**src/rtl/pll_lock_sequencer.sv**
```systemverilog
// pll_lock_sequencer
//
// Power-up and lock supervisor for the clock-generation PLL. Runs on the board
// reference clock, pulses the PLL areset, waits for a stable lock and only then
// releases the system reset. A lock loss in RUN re-sequences the PLL; repeated
// lock timeouts end in the terminal FAILED state (left only through areset).
//
// Parameters:
//   PLL_RST_CYCLES  cycles pll_areset is held high per PLL reset pulse (>= 1)
//   LOCK_TIMEOUT    cycles to wait for lock after each reset pulse (>= 2)
//   STABLE_CYCLES   consecutive locked cycles required before release (>= 1)
//   MAX_RETRIES     PLL reset retries after the first timeout (0..15)
//
// Ports:
//   inclk0         in   reference clock (PLL input clock)
//   areset         in   asynchronous active-high reset
//   pll_locked     in   PLL locked flag, asynchronous to inclk0
//   pll_areset     out  PLL areset drive, active-high
//   sys_rst        out  system reset for PLL-clocked logic, active-high
//   ready          out  high only in RUN
//   fail           out  high only in FAILED
//   retry_cnt      out  lock-timeout retries used in the current sequence
//   lock_loss_cnt  out  RUN-state lock losses since areset, saturating at 255
//   state          out  RESET_PLL=0, WAIT_LOCK=1, STABLE=2, RUN=3, FAILED=4
//
// Build option:
//   PLL_LOCK_GLITCH_FILTER_EN  when defined, a RUN-state lock loss needs the
//                              synchronised lock low for 4 consecutive cycles.
//
// Every output is a flop; outputs are updated on the same edge as the state
// change that implies them.

`timescale 1ns / 1ps

module pll_lock_sequencer #(
    parameter int unsigned PLL_RST_CYCLES = 10,
    parameter int unsigned LOCK_TIMEOUT   = 50000,
    parameter int unsigned STABLE_CYCLES  = 1024,
    parameter int unsigned MAX_RETRIES    = 3
) (
    input  logic       inclk0,
    input  logic       areset,
    input  logic       pll_locked,
    output logic       pll_areset,
    output logic       sys_rst,
    output logic       ready,
    output logic       fail,
    output logic [3:0] retry_cnt,
    output logic [7:0] lock_loss_cnt,
    output logic [2:0] state
);

    // Counter widths; a 1-cycle parameter still needs a 1-bit counter.
    localparam int unsigned RstW = (PLL_RST_CYCLES > 1) ? $clog2(PLL_RST_CYCLES) : 1;
    localparam int unsigned ToW  = (LOCK_TIMEOUT > 1) ? $clog2(LOCK_TIMEOUT) : 1;
    localparam int unsigned StW  = (STABLE_CYCLES > 1) ? $clog2(STABLE_CYCLES) : 1;

    localparam logic [RstW-1:0] RstLast  = RstW'(PLL_RST_CYCLES - 1);
    localparam logic [ToW-1:0]  ToLast   = ToW'(LOCK_TIMEOUT - 1);
    localparam logic [StW-1:0]  StLast   = StW'(STABLE_CYCLES - 1);
    localparam logic [3:0]      RetryMax = 4'(MAX_RETRIES);

    typedef enum logic [2:0] {
        StResetPll = 3'd0,
        StWaitLock = 3'd1,
        StStable   = 3'd2,
        StRun      = 3'd3,
        StFailed   = 3'd4
    } state_e;

    state_e          state_q;
    logic [RstW-1:0] rst_cnt_q;
    logic [ToW-1:0]  to_cnt_q;
    logic [StW-1:0]  st_cnt_q;

    // ------------------------------------------------------------------
    // Two-flop synchroniser for the asynchronous PLL lock flag.
    // ------------------------------------------------------------------
    logic lk_m;
    logic lk_s;

    always_ff @(posedge inclk0 or posedge areset) begin
        if (areset) begin
            lk_m <= 1'b0;
            lk_s <= 1'b0;
        end else begin
            lk_m <= pll_locked;
            lk_s <= lk_m;
        end
    end

    // ------------------------------------------------------------------
    // Lock-loss qualification while in RUN.
    // ------------------------------------------------------------------
    logic loss_event;

`ifdef PLL_LOCK_GLITCH_FILTER_EN
    // Counts consecutive low cycles of lk_s in RUN; any high cycle or any
    // other state clears it, so a new RUN always starts with a clean filter.
    logic [1:0] flt_cnt_q;

    assign loss_event = !lk_s && (flt_cnt_q == 2'd3);

    always_ff @(posedge inclk0 or posedge areset) begin
        if (areset) begin
            flt_cnt_q <= 2'd0;
        end else if ((state_q != StRun) || lk_s) begin
            flt_cnt_q <= 2'd0;
        end else if (!loss_event) begin
            flt_cnt_q <= flt_cnt_q + 2'd1;
        end
    end
`else
    assign loss_event = !lk_s;
`endif

    // ------------------------------------------------------------------
    // Sequencer FSM with registered outputs.
    // ------------------------------------------------------------------
    always_ff @(posedge inclk0 or posedge areset) begin
        if (areset) begin
            state_q       <= StResetPll;
            rst_cnt_q     <= '0;
            to_cnt_q      <= '0;
            st_cnt_q      <= '0;
            pll_areset    <= 1'b1;
            sys_rst       <= 1'b1;
            ready         <= 1'b0;
            fail          <= 1'b0;
            retry_cnt     <= 4'd0;
            lock_loss_cnt <= 8'd0;
        end else begin
            case (state_q)
                StResetPll: begin
                    if (rst_cnt_q == RstLast) begin
                        state_q    <= StWaitLock;
                        to_cnt_q   <= '0;
                        pll_areset <= 1'b0;
                    end else begin
                        rst_cnt_q <= rst_cnt_q + 1'b1;
                    end
                end

                StWaitLock: begin
                    // Lock is tested first so it wins on the timeout cycle.
                    if (lk_s) begin
                        state_q  <= StStable;
                        st_cnt_q <= '0;
                    end else if (to_cnt_q == ToLast) begin
                        if (retry_cnt == RetryMax) begin
                            state_q <= StFailed;
                            fail    <= 1'b1;
                        end else begin
                            retry_cnt  <= retry_cnt + 4'd1;
                            state_q    <= StResetPll;
                            rst_cnt_q  <= '0;
                            pll_areset <= 1'b1;
                        end
                    end else begin
                        to_cnt_q <= to_cnt_q + 1'b1;
                    end
                end

                StStable: begin
                    // Unfiltered: any low cycle restarts the lock wait, but the
                    // retry budget of this sequence is kept.
                    if (!lk_s) begin
                        state_q  <= StWaitLock;
                        to_cnt_q <= '0;
                    end else if (st_cnt_q == StLast) begin
                        state_q   <= StRun;
                        retry_cnt <= 4'd0;
                        sys_rst   <= 1'b0;
                        ready     <= 1'b1;
                    end else begin
                        st_cnt_q <= st_cnt_q + 1'b1;
                    end
                end

                StRun: begin
                    if (loss_event) begin
                        state_q    <= StResetPll;
                        rst_cnt_q  <= '0;
                        pll_areset <= 1'b1;
                        sys_rst    <= 1'b1;
                        ready      <= 1'b0;
                        if (lock_loss_cnt != 8'hff) begin
                            lock_loss_cnt <= lock_loss_cnt + 8'd1;
                        end
                    end
                end

                StFailed: begin
                    // Terminal; only areset leaves this state.
                end

                default: begin
                    // Unreachable encodings fall back to a fresh PLL reset.
                    state_q    <= StResetPll;
                    rst_cnt_q  <= '0;
                    pll_areset <= 1'b1;
                    sys_rst    <= 1'b1;
                    ready      <= 1'b0;
                    fail       <= 1'b0;
                end
            endcase
        end
    end

    assign state = state_q;

endmodule

```
**config.mk**
```make
export PLATFORM = sky130hd
export DESIGN_NAME = pll_lock_sequencer
export DESIGN_NICKNAME = d
export VERILOG_FILES = /design/src/rtl/pll_lock_sequencer.sv
export SDC_FILE = /design/constraint.sdc
export NUM_CORES = 1
export LEC_CHECK = 0
export CORE_MARGIN = 1
export CORE_UTILIZATION = 35
export CTS_BUF_LIST = sky130_fd_sc_hd__clkbuf_4 sky130_fd_sc_hd__clkbuf_8
export CTS_CLUSTER_DIAMETER = 60
export DETAILED_ROUTE_END_ITERATION = 7
export PLACE_DENSITY = 0.6
export SYNTH_ARGS = -nofsm -noshare
export SYNTH_HDL_FRONTEND = slang
export SYNTH_SLANG_ARGS = --single-unit
export TNS_END_PERCENT = 5
```
**constraint.sdc**
```tcl
create_clock -name inclk0 -period 1.7 [get_ports inclk0]
set_input_delay 0.34 -clock inclk0 [delete_from_list [all_inputs] [get_ports inclk0]]
set_output_delay 0.34 -clock inclk0 [all_outputs]
set_load 0.05 [all_outputs]
```
* Word-level counts from Yosys, hierarchy flattened *
Cells that the tools add are included.
Widths: inputs -> output; s select.

operators by class
  muxes and demuxes = 46
  add/subtract/negate cells = 5
  eq/ne operators = 24
  bitwise operators = 5
  reduce and logical (&&, ||, !) cells = 15

operators by type and width
  operator               number
  $mux 16                4
  $pmux 16 s3            1
  $mux 4                 10
  $mux 10                3
  $ne 2x2->1 const B     13
  $mux 3                 7
  $pmux 10 s2            1
  $reduce_and 6->1       3
  $add 16x1->16 const B  1
  $eq 16x16->1 const B   1
  $pmux 4 s4             1
  $pmux 3 s5             1
  $mux 1                 13
  $reduce_and 4->1       3
  $add 10x1->10 const B  1
  $eq 10x10->1 const B   1
  $reduce_and 5->1       2
  $add 4x1->4 const B    2
  $add 8x1->8 const B    1
  $ne 8x8->1 const B     1
  $pmux 4 s2             1
  $eq 3x2->1 const B     2
  $ne 3x3->1 const B     2
  $pmux 1 s3             2
  14 further kinds       18

word-level totals
  input bits = 3
  logic and storage cells = 107
  register bits after elaboration = 51

* Logic depth before layout (Yosys ltp) *
Gate-level depths: netlist of run 1.

  depth in word-level cells = 5
  gate-level depth with buffers = 7
  gate-level depth less buffers = 6

* Least setup slack after synthesis of run 1 *
OpenSTA, ideal clock, no wires.

  path type = reg2reg
  from = register state_q[2], in the netlist state[2]
  to = register to_cnt_q[13]
  arrival = 2014 ps
  cell stages (with the launch flop) = 7
  clock period less this slack = 2137 ps
  path slack = -437 ps
  path buffers = 2
  library setup time = 123 ps
  data required time = 1577 ps
  cell sequence = dfrtp_1 buf_6 nor4b_4 nand2b_2 buf_6 or4b_4 mux2i_1

on the way
  longest elaborated chain between the ends = 3
  elaborated cells on any way between the ends = 10

ends and longest elaborated chain
  item                                                              line  RTL
  start: declaration                                                71    state_e state_q;
  start signal: assignment                                          122   state_q <= StResetPll;
  start signal: assignment                                          136   state_q <= StWaitLock;
  start signal: assignment                                          147   state_q <= StStable;
  $eq 3x1->1, or another cell as far along                          133   case (state_q)
  $ne 2x2->1 (no source line) or $reduce_bool 3->1 (tied branches)  -
  $reduce_and 5->1 (no source line)                                 -
  end signal: assignment                                            160   to_cnt_q <= to_cnt_q + 1'b1;
  end: declaration                                                  73    logic [ToW-1:0] to_cnt_q;

Several ways; a longest one is shown, not always the timed one.
A chain may end at the register's enable or synchronous reset.

* Final worst setup path of run 1 *
  from = register st_cnt_q[3]
  to = register retry_cnt[2]

on the way
  longest elaborated chain between the ends = 3

ends and longest elaborated chain
  item                               line  RTL
  start: declaration                 74    logic [StW-1:0] st_cnt_q;
  start signal: assignment           176   st_cnt_q <= st_cnt_q + 1'b1;
  $eq 10x10->1                       170   end else if (st_cnt_q == StLast) begin
  $ne 2x2->1 (no source line)        -
  $reduce_and 6->1 (no source line)  -
  end signal: assignment             154   retry_cnt <= retry_cnt + 4'd1;
  end: declaration                   48    output logic [3:0] retry_cnt,

No other way between the ends.

==> impl_metrics.py, run 1 <==
metrics = {
    "final_layout": {
        "layout-drive-gt1-share": 0.443,
        "n_antenna_cell": 0,
        "nets": 417,
        "syn_to_final_growth_pct": 50.1,
    },
    "flow_run": {
        "max_cap_viol_count": 0,
    },
    "route": {
        "drtIter0Drc": 82,
        "wl_mm": 7.93,
        "drc": 0,
        "wl_per_cell_um": 15.5,
        "drt-pass1-iter-count": 4,
        "routed_via_density": 5.45,
        "detail-route-antenna-nets": 0,
        "routed-via-count": 2785,
    },
    "worst_setup_path": {
        "reg2reg_to": "retry_cnt[2]$_DFFE_PP0P_",
        "r2r-start": "st_cnt_q[3]$_DFFE_PP0P_",
        "worstSetupStartpoint": "st_cnt_q[3]$_DFFE_PP0P_",
        "cp.arrival_ps": 2050,
        "worstSetupPathType": "register to register",
        "rrSetupSlack_ps": -150,
        "reg2regPathDepth": 4,
        "critPathCaptureType": "register",
        "critPathRequiredTime_ps": 1900,
        "worst-path-max-fanout": 5,
        "critPathLaunchType": "register",
    },
    "synthesis": {
        "synth_area_um2": 2910,
        "yosysTopAreaCell": "dfrtp_1",
        "synth_cell_type_count": 57,
        "synth_top_area_frac": 0.421,
        "synthTopCellsByArea": "dfrtp_1 42%, nand2_1 3.7%, nand3_1 2.9%",
        "yosysSeqAreaShare": 0.439,
        "async_flop_share": 1.00,
        "syn_avg_cell_area_um2": 9.81,
        "yosys_most_used_dff": "dfrtp_1",
        "synth_edf_count": 0,
        "synthCells": 297,
        "ys_seq_elements": 51,
        "ys_warn_count": 0,
        "syn_nets": 306,
    },
    "sta": {
        "min_period_over_period": 1.09,
        "slew_violations": 0,
        "hold_violations": 0,
        "setup_slack_ps": -148,
        "grt_setup_unrepaired": "true",
        "min_period_ps": 1850,
        "finalSetupViolCount": 14,
        "clock.fmax_mhz": 541,
        "worst_pin_slew_ps": 346,
        "slew-limit-headroom": 0.767,
        "fin_skew_ps": 10.2,
        "timing.hold.ws_ps": 368,
    },
    "die": {
        "core_um2": 7890,
        "die_area_um2": 8690,
        "die_h_um": 93.2,
        "start_util": 0.369,
        "ios": 22,
        "rows": 32,
        "die_x_um": 93.2,
    },
    "outcome": {
        "failed_checks": "negative setup slack",
        "run_status": "complete, but fails checks",
    },
    "placement": {
        "gp_congestion": 0.885,
        "port_buffers": 21,
        "dpl.hpwl_mm": 5.41,
    },
    "power_and_ir_drop": {
        "finalPower_w": 0.00520,
        "ir_drop_v": 0.000509,
        "p_leak_nw": 1.93,
        "powerDensity_nw_per_um2": 1190,
    },
    "clock_tree": {
        "cts_inserted_buffers": 5,
        "clockBufferDepth": 2,
        "worstSkewPairLatency_ps": 310,
        "tritoncts": "built",
        "clock-sinks": 51,
        "cts_max_level": 2,
        "cts_root_buffer": "clkbuf_8",
        "clk_pin_slew_ps": 110,
    },
    "global_routing": {
        "track_usage": 0.192,
        "antenna_found_initial": 0,
        "grt_overflow": 0,
        "grt_max_degree": 52,
        "grt_pass1_wl_mm": 13.2,
        "grt_pass1_vias": 2745,
    },
    "hold_path": {
        "whs_endpoint": "lk_s$_DFF_PP0_",
        "hp-start": "lk_m$_DFF_PP0_",
        "whs_path_depth": 0,
        "hp-class": "register to register",
    },
}
cells in the final DEF, fill, tap and decap left out, drive strengths merged, types with 8 or more instances in the layout:
cell,count
a21oi,15
buf,115
dfrtp,49
nand2,29
nand2b,8
nand3,17
nand4,8
nor2,9
o21ai,9
o31ai,9
or4,9
routing by layer:
layer / track usage / wire length (µm)
met2: 0.317 / 4030
met4: 0.0641 / 72
met1: 0.259 / 3630
met5: 0 / 0
met3: 0.0260 / 195
critical path, stage by stage, from the launching register on:
cell     delay (ps)
dfrtp_1         370
nand4_1         300
or4_4           640
o21a_1          170
a211o_1         260
area by class of cell:
class	instances	area (µm²)
Timing Repair Buffer	117	1030
Fill cell	691	3510
Clock inverter	3	67.6
Inverter	6	22.5
Tap cell	102	128
Multi-Input combinational cell	227	1770
Clock buffer	5	68.8
Sequential cell	51	1280
per-stage QoR:
| step | setup slack [ps] | instance area [µm²] | util | setup TNS (ps) | cells |
|---|---|---|---|---|---|
| global placement | -212 | 3880 | 0.492 | -1710 | 492 |
| CTS | -65.4 | 4190 | 0.531 | -593 | 511 |
| detailed placement | -249 | 3880 | 0.492 | -2430 | 492 |
| floorplan | -283 | 2920 | - | -5060 | 297 |
| global route | -178 | 4370 | 0.554 | -2230 | 511 |
| finish | -148 | 4370 | 0.554 | -871 | 511 |
cells by family after synthesis:
kind of cell,count (synthesis),synth area share
and+or+nand+nor,132,0.279
adders and majority gates,6,0.0258
AOI/OAI and AO/OA,72,0.168
muxes,9,0.0322
buffers and inverters,19,0.0318
DFF,51,0.439
xor gates and xnor gates,8,0.0241
cell usage after synthesis, types with 7 or more instances:
cell,n
a21oi_1,15
a31oi_1,7
and4_1,7
dfrtp_1,49
nand2_1,29
nand2b_1,7
nand3_1,17
nand4_1,8
nor2_1,9
o211ai_1,7
o21ai_0,9
o31ai_1,9
or4_1,9
registers in the layout (all words and copies together), names as in the netlist:
name / count
lk_m: 1
pll_areset: 1
lock_loss_cnt: 8
ready: 1
rst_cnt_q: 4
st_cnt_q: 10
lk_s: 1
sys_rst: 1
retry_cnt: 4
fail: 1
to_cnt_q: 16
state: 3
worst max-delay path by stage:
stage	endpoint	slack, ps
global route	retry_cnt[2]$_DFFE_PP0P_	-180
CTS	to_cnt_q[13]$_DFFE_PP0P_	-70
floorplan	to_cnt_q[13]$_DFFE_PP0P_	-280
finish	retry_cnt[2]$_DFFE_PP0P_	-150
detailed placement	to_cnt_q[13]$_DFFE_PP0P_	-250
global placement	to_cnt_q[13]$_DFFE_PP0P_	-210
power by group:
part	total, W	internal [W]	switching [W]
combinational	0.00260	0.00130	0.00129
sequential	0.00157	0.00141	0.000164
clock	0.00104	0.000588	0.000448
total	0.00520	0.00330	0.00190
timing repair:
| item | in CTS | in global routing |
|---|---|---|
| resized for setup | 24 | 39 |
| endpoints found under the setup margin | 27 | 36 |
| setup buffers | 11 | 0 |
| hold buffers | 0 | 0 |
| pin swaps | 22 | 11 |
Note: power is estimated with default switching activity, not from simulation.
==> run 2: changes to the inputs <==
--- a/config.mk
+++ b/config.mk
@@ -10,7 +10,7 @@
 export CTS_BUF_LIST = sky130_fd_sc_hd__clkbuf_4 sky130_fd_sc_hd__clkbuf_8
 export CTS_CLUSTER_DIAMETER = 60
 export DETAILED_ROUTE_END_ITERATION = 7
-export PLACE_DENSITY = 0.6
+export PLACE_DENSITY = 0.57
 export SYNTH_ARGS = -nofsm -noshare
 export SYNTH_HDL_FRONTEND = slang
 export SYNTH_SLANG_ARGS = --single-unit
==> run 2 against run 1 <==
- the run still ends with negative setup slack left
- cell count decreased by 0.78%
- critical path type unchanged
- sequential cell count unchanged
- maximum frequency increased by 4.6%
- worst hold slack gained 7.4 ps
- power decreased by 7.8%
- count of clock-buffer cells in the layout is the same
- combinational power shrank 10%
- highest routed layer unchanged
==> impl_metrics.py, run 2 (synthesized netlist as in run 1, its figures left out) <==
metrics = {
    "worst_setup_path": {
        "max_stage_delay_ps": 520,
        "critPathCaptureType": "register",
        "cp.arrival_ps": 1970,
        "crit_slowest_cell": "or4b_4",
        "path_cells": "nor4b_4, buf_4, nand2b_4, or4b_4, mux2i_1",
        "worstSetupPathType": "register to register",
        "crit_family": "simple AND/OR/NAND/NOR gates",
        "critPathLaunchType": "register",
        "worst-path-max-fanout": 6,
        "path_buf_inv": 1,
        "critPathRequiredTime_ps": 1900,
    },
    "final_layout": {
        "n_antenna_cell": 0,
        "layout_commonest_cell": "buf_4",
        "final_cells": 507,
        "nets": 413,
        "syn_to_final_growth_pct": 46.4,
        "layout-drive-gt1-share": 0.427,
        "largest_reg_flops": 16,
        "fill_cells": 709,
        "fin_util": 0.541,
        "layout_common_cells": "96 x buf_4, 43 x dfrtp_1, 27 x nand2_1, 16 x nand3_1",
        "regMostFlops": "to_cnt_q",
        "top_regs": "to_cnt_q (16), st_cnt_q (10), lock_loss_cnt (8)",
    },
    "clock_tree": {
        "clock-sinks": 51,
        "tritoncts": "built",
        "worstSkewPairLatency_ps": 310,
        "cts_max_level": 2,
        "cts_root_buffer": "clkbuf_8",
        "postCtsHoldBufs": 0,
        "cts_inserted_buffers": 5,
        "clk_pin_slew_ps": 100,
        "clockBufferDepth": 2,
    },
    "power_and_ir_drop": {
        "finalPower_w": 0.00480,
        "powerDensity_nw_per_um2": 1120,
        "ir_drop_v": 0.000521,
        "p_leak_nw": 1.89,
    },
    "placement": {
        "pre_cts_ws_ps": -274,
        "dpl.hpwl_mm": 5.54,
        "gp_congestion": 0.820,
        "place_inst": 493,
        "port_buffers": 21,
    },
    "die": {
        "core_um2": 7890,
        "start_util": 0.369,
        "die_area_um2": 8690,
        "die_x_um": 93.2,
        "die_h_um": 93.2,
        "rows": 32,
        "ios": 22,
    },
    "route": {
        "routed_via_density": 5.39,
        "routed-via-count": 2731,
        "detail-route-antenna-nets": 0,
        "drtIter0Drc": 109,
        "wl_per_cell_um": 15.1,
        "drc": 0,
        "wl_mm": 7.66,
        "drt-pass1-iter-count": 4,
    },
    "outcome": {
        "run_status": "complete, but fails checks",
        "failed_checks": "negative setup slack",
    },
    "sta": {
        "finalSetupViolCount": 20,
        "min_period_over_period": 1.04,
        "worst_pin_slew_ps": 330,
        "hold_violations": 0,
        "slew-limit-headroom": 0.778,
        "timing.hold.ws_ps": 375,
        "min_period_ps": 1770,
        "clock.fmax_mhz": 566,
        "fin_skew_ps": 11.5,
        "slew_violations": 0,
        "grt_setup_unrepaired": "true",
        "setup_slack_ps": -66.9,
    },
    "flow_run": {
        "max_cap_viol_count": 0,
    },
    "global_routing": {
        "antenna_found_initial": 0,
        "track_usage": 0.193,
        "grt_pass1_vias": 2859,
        "grt_max_degree": 52,
        "grt_pass1_wl_mm": 13.4,
        "grt_overflow": 0,
    },
    "hold_path": {
        "hp-class": "primary input to asynchronous set/reset pin",
    },
}
[run 2: changes by cell type in the layout (fill, tap and decap cells not counted), sizes merged]
cell | before | now
bufinv | 2 | 1
buf | 115 | 111
clkinv | 0 | 2
clkinvlp | 1 | 0
[run 2: worst reg2reg max path, delay by kind of cell, from the launching register on]
kind	cells	cell delay [ps]
simple gates	3	890
mux	1	130
flops	1	470
buf+inv	1	170
[run 2: worst paths after layout]
check	startpoint	end	slack, ps	cells past startpoint
max in group asynchronous	areset	pll_areset$_DFFE_PP1P_	1020	3
min reg2reg	lk_m$_DFF_PP0_	lk_s$_DFF_PP0_	390	0
min	areset	st_cnt_q[9]$_DFFE_PP0P_	370	3
max reg2reg	state[2]$_DFFE_PP0P_	to_cnt_q[13]$_DFFE_PP0P_	-70	5
max	state[2]$_DFFE_PP0P_	to_cnt_q[13]$_DFFE_PP0P_	-70	5
min in group inclk0	lk_m$_DFF_PP0_	lk_s$_DFF_PP0_	390	0
[run 2: metal layers]
metal / wire length [µm] / part of all wire / track usage / vias to the layer above
met5: 0 / 0 / 0 / -
met4: 78 / 0.010 / 0.0577 / 0
met3: 231 / 0.030 / 0.0260 / 8
met2: 3630 / 0.47 / 0.314 / 45
met1: 3720 / 0.49 / 0.268 / 1330
li1: - / - / - / 1348
[run 2: area by class of cell]
| cell class | count | area [µm²] | share of cell area |
|---|---|---|---|
| clock buffers | 5 | 68.8 | 0.0161 |
| clock inverters | 3 | 43.8 | 0.0103 |
| inverters | 6 | 22.5 | 0.00528 |
| multi-input cells | 227 | 1720 | 0.404 |
| flip-flops and latches | 51 | 1290 | 0.302 |
| well taps | 102 | 128 | 0.0299 |
| repair buffers | 113 | 992 | 0.233 |
[run 2: per-stage QoR]
stage	area [µm²]	TNS (ps)
6_report	4270	-702
5_1_grt	4270	-3000
4_1_cts	4190	-508
3_5_place_dp	3900	-3240
3_3_place_gp	3900	-2330
2_1_floorplan	2920	-5060
[run 2: timing repair]
| item | CTS | global route |
|---|---|---|
| cloned | 0 | 0 |
| pin swaps | 15 | 8 |
| endpoints found under the setup margin | 29 | 40 |
| gates resized for setup | 30 | 18 |
| buffers inserted | 6 | 0 |
[run 2: power breakdown]
part           internal, W  switching [W]
Clock             0.000439       0.000424
Combinational      0.00115        0.00119
Sequential         0.00141       0.000182
Total              0.00300        0.00180
==> run 3: changes to the inputs <==
--- a/config.mk
+++ b/config.mk
@@ -5,6 +5,7 @@
 export SDC_FILE = /design/constraint.sdc
 export NUM_CORES = 1
 export LEC_CHECK = 0
+export CAP_MARGIN = 20
 export CORE_MARGIN = 1
 export CORE_UTILIZATION = 35
 export CTS_BUF_LIST = sky130_fd_sc_hd__clkbuf_4 sky130_fd_sc_hd__clkbuf_8
==> constraint.sdc (replaced) <==
create_clock -name inclk0 -period 1.5 [get_ports inclk0]
set_input_delay 0.3 -clock inclk0 [delete_from_list [all_inputs] [get_ports inclk0]]
set_output_delay 0.3 -clock inclk0 [all_outputs]
set_load 0.05 [all_outputs]
==> run 3 against run 2 <==
- register-to-register slack worse by 250 ps
- clock power grew 14%
- the flow still finishes with violations (negative setup slack)
- sequential share of layout area down 2.7 points
- largest power group unchanged
- wire length grew 7.9%
- die area stayed put
- critical path depth is the same
- sequential cell count did not move
- critical endpoint is now retry_cnt[2]$_DFFE_PP0P_
- global-route usage is 0.93 points higher
==> impl_metrics.py, run 3 (synthesized netlist as in run 1, its figures left out) <==
metrics = {
    "worst_setup_path": {
        "cp.arrival_ps": 2020,
        "worstSetupPathType": "register to register",
        "worst-path-max-fanout": 4,
        "r2r-start": "to_cnt_q[13]$_DFFE_PP0P_",
        "worstSetupStartpoint": "to_cnt_q[13]$_DFFE_PP0P_",
        "critPathLaunchType": "register",
        "critPathCaptureType": "register",
        "critPathRequiredTime_ps": 1700,
    },
    "sta": {
        "clock.fmax_mhz": 551,
        "min_period_ps": 1820,
        "slew_violations": 0,
        "fin_skew_ps": 11.6,
        "grt_setup_unrepaired": "true",
        "min_period_over_period": 1.21,
        "slew-limit-headroom": 0.800,
        "tns_ps": -7870,
        "setup_slack_ps": -315,
        "worst_pin_slew_ps": 295,
        "timing.hold.ws_ps": 320,
        "hold_violations": 0,
        "finalSetupViolCount": 46,
    },
    "placement": {
        "dpl.hpwl_mm": 5.79,
        "port_buffers": 21,
        "pre_cts_ws_ps": -499,
        "gp_congestion": 0.935,
        "place_inst": 509,
    },
    "route": {
        "drc": 0,
        "detail-route-antenna-nets": 0,
        "drt-pass1-iter-count": 4,
        "routed-via-count": 2900,
        "wl_mm": 8.26,
        "drtIter0Drc": 125,
        "wl_per_cell_um": 15.6,
        "routed_via_density": 5.47,
    },
    "global_routing": {
        "grt_overflow": 0,
        "grt_pass1_vias": 2851,
        "track_usage": 0.203,
        "grt_pass1_wl_mm": 13.9,
        "grt_max_degree": 52,
        "antenna_found_initial": 0,
    },
    "final_layout": {
        "layout_common_cells": "97 x buf_4, 44 x dfrtp_1, 27 x nand2_1, 21 x buf_12, 15 x nand3_1",
        "largest_reg_flops": 16,
        "final_cells": 530,
        "fill_cells": 637,
        "top_regs": "to_cnt_q (16), st_cnt_q (10), lock_loss_cnt (8)",
        "layout-drive-gt1-share": 0.456,
        "regMostFlops": "to_cnt_q",
        "syn_to_final_growth_pct": 60.5,
        "nets": 436,
        "n_antenna_cell": 0,
        "layout_commonest_cell": "buf_4",
    },
    "power_and_ir_drop": {
        "ir_drop_v": 0.000780,
        "p_leak_nw": 2.05,
        "finalPower_w": 0.00575,
        "powerDensity_nw_per_um2": 1230,
    },
    "clock_tree": {
        "clockBufferDepth": 2,
        "worstSkewPairLatency_ps": 310,
        "cts_root_buffer": "clkbuf_8",
        "cts_inserted_buffers": 5,
        "clock-sinks": 51,
        "tritoncts": "built",
        "clk_pin_slew_ps": 100,
        "cts_max_level": 2,
    },
    "die": {
        "die_h_um": 93.2,
        "ios": 22,
        "rows": 32,
        "core_um2": 7890,
        "start_util": 0.369,
        "die_area_um2": 8690,
        "die_x_um": 93.2,
    },
    "hold_path": {
        "hp-class": "primary input to asynchronous set/reset pin",
    },
    "outcome": {
        "failed_checks": "negative setup slack",
        "run_status": "complete, but fails checks",
    },
    "flow_run": {
        "max_cap_viol_count": 0,
    },
}
[run 3: cell count changes in the layout (fill, tap and decap cells not counted), moves of 6 or more]
cell	before	now
buf_12	9	21
buf_6	5	14
a21oi_1	7	13
a21oi_2	8	2
[run 3: report_power, final]
| part | total (W) | switching (W) | internal [W] |
|---|---|---|---|
| combinational | 0.00300 | 0.00146 | 0.00154 |
| clock | 0.000986 | 0.000489 | 0.000498 |
| sequential | 0.00176 | 0.000168 | 0.00160 |
[run 3: timing repair]
action / in CTS / in global routing
hold endpoints to repair: 0 / 0
gates resized for setup: 39 / 28
gates cloned: 1 / 0
endpoints found under the setup margin: 49 / 49
buffers inserted: 6 / 6
pin swaps: 24 / 14
hold buffers: 0 / 0
[run 3: final timing paths]
kind	end	slack [ps]	cells after the start
worst min register to register	lk_s$_DFF_PP0_	390	0
worst max-delay path	retry_cnt[2]$_DFFE_PP0P_	-320	5
max in group asynchronous	sys_rst$_DFFE_PP1P_	870	3
worst max register to register	retry_cnt[2]$_DFFE_PP0P_	-320	5
worst min-delay path	st_cnt_q[1]$_DFFE_PP0P_	320	3
min in group inclk0	lk_s$_DFF_PP0_	390	0
[run 3: metrics by stage]
stage,area (µm²),utilization
global placement,4160,0.527
floorplan,2930,-
detailed placement,4160,0.527
finish,4680,0.593
CTS,4490,0.570
global route,4680,0.593
[run 3: critical path, stage by stage (launching register included)]
cell     delay, ps
dfrtp_1        410
nor4_2         290
buf_4          180
nand4_1        220
o21a_1         300
a211o_1        310
[run 3: per-layer routing]
layer / up-vias / wire, µm / GRT usage
met3: 14 / 335 / 0.0341
met5: - / 0 / 0
met1: 1409 / 3780 / 0.276
met4: 0 / 163 / 0.0628
met2: 68 / 3990 / 0.329
li1: 1409 / - / -
[run 3: area by class of cell]
type,count,area (µm²),area share
Multi-Input combinational cell,228,1790,0.382
Timing Repair Buffer,135,1340,0.287
Sequential cell,51,1280,0.275
Tap cell,102,128,0.0273
Clock buffer,5,68.8,0.0147
Clock inverter,3,43.8,0.00937
Inverter,6,22.5,0.00482
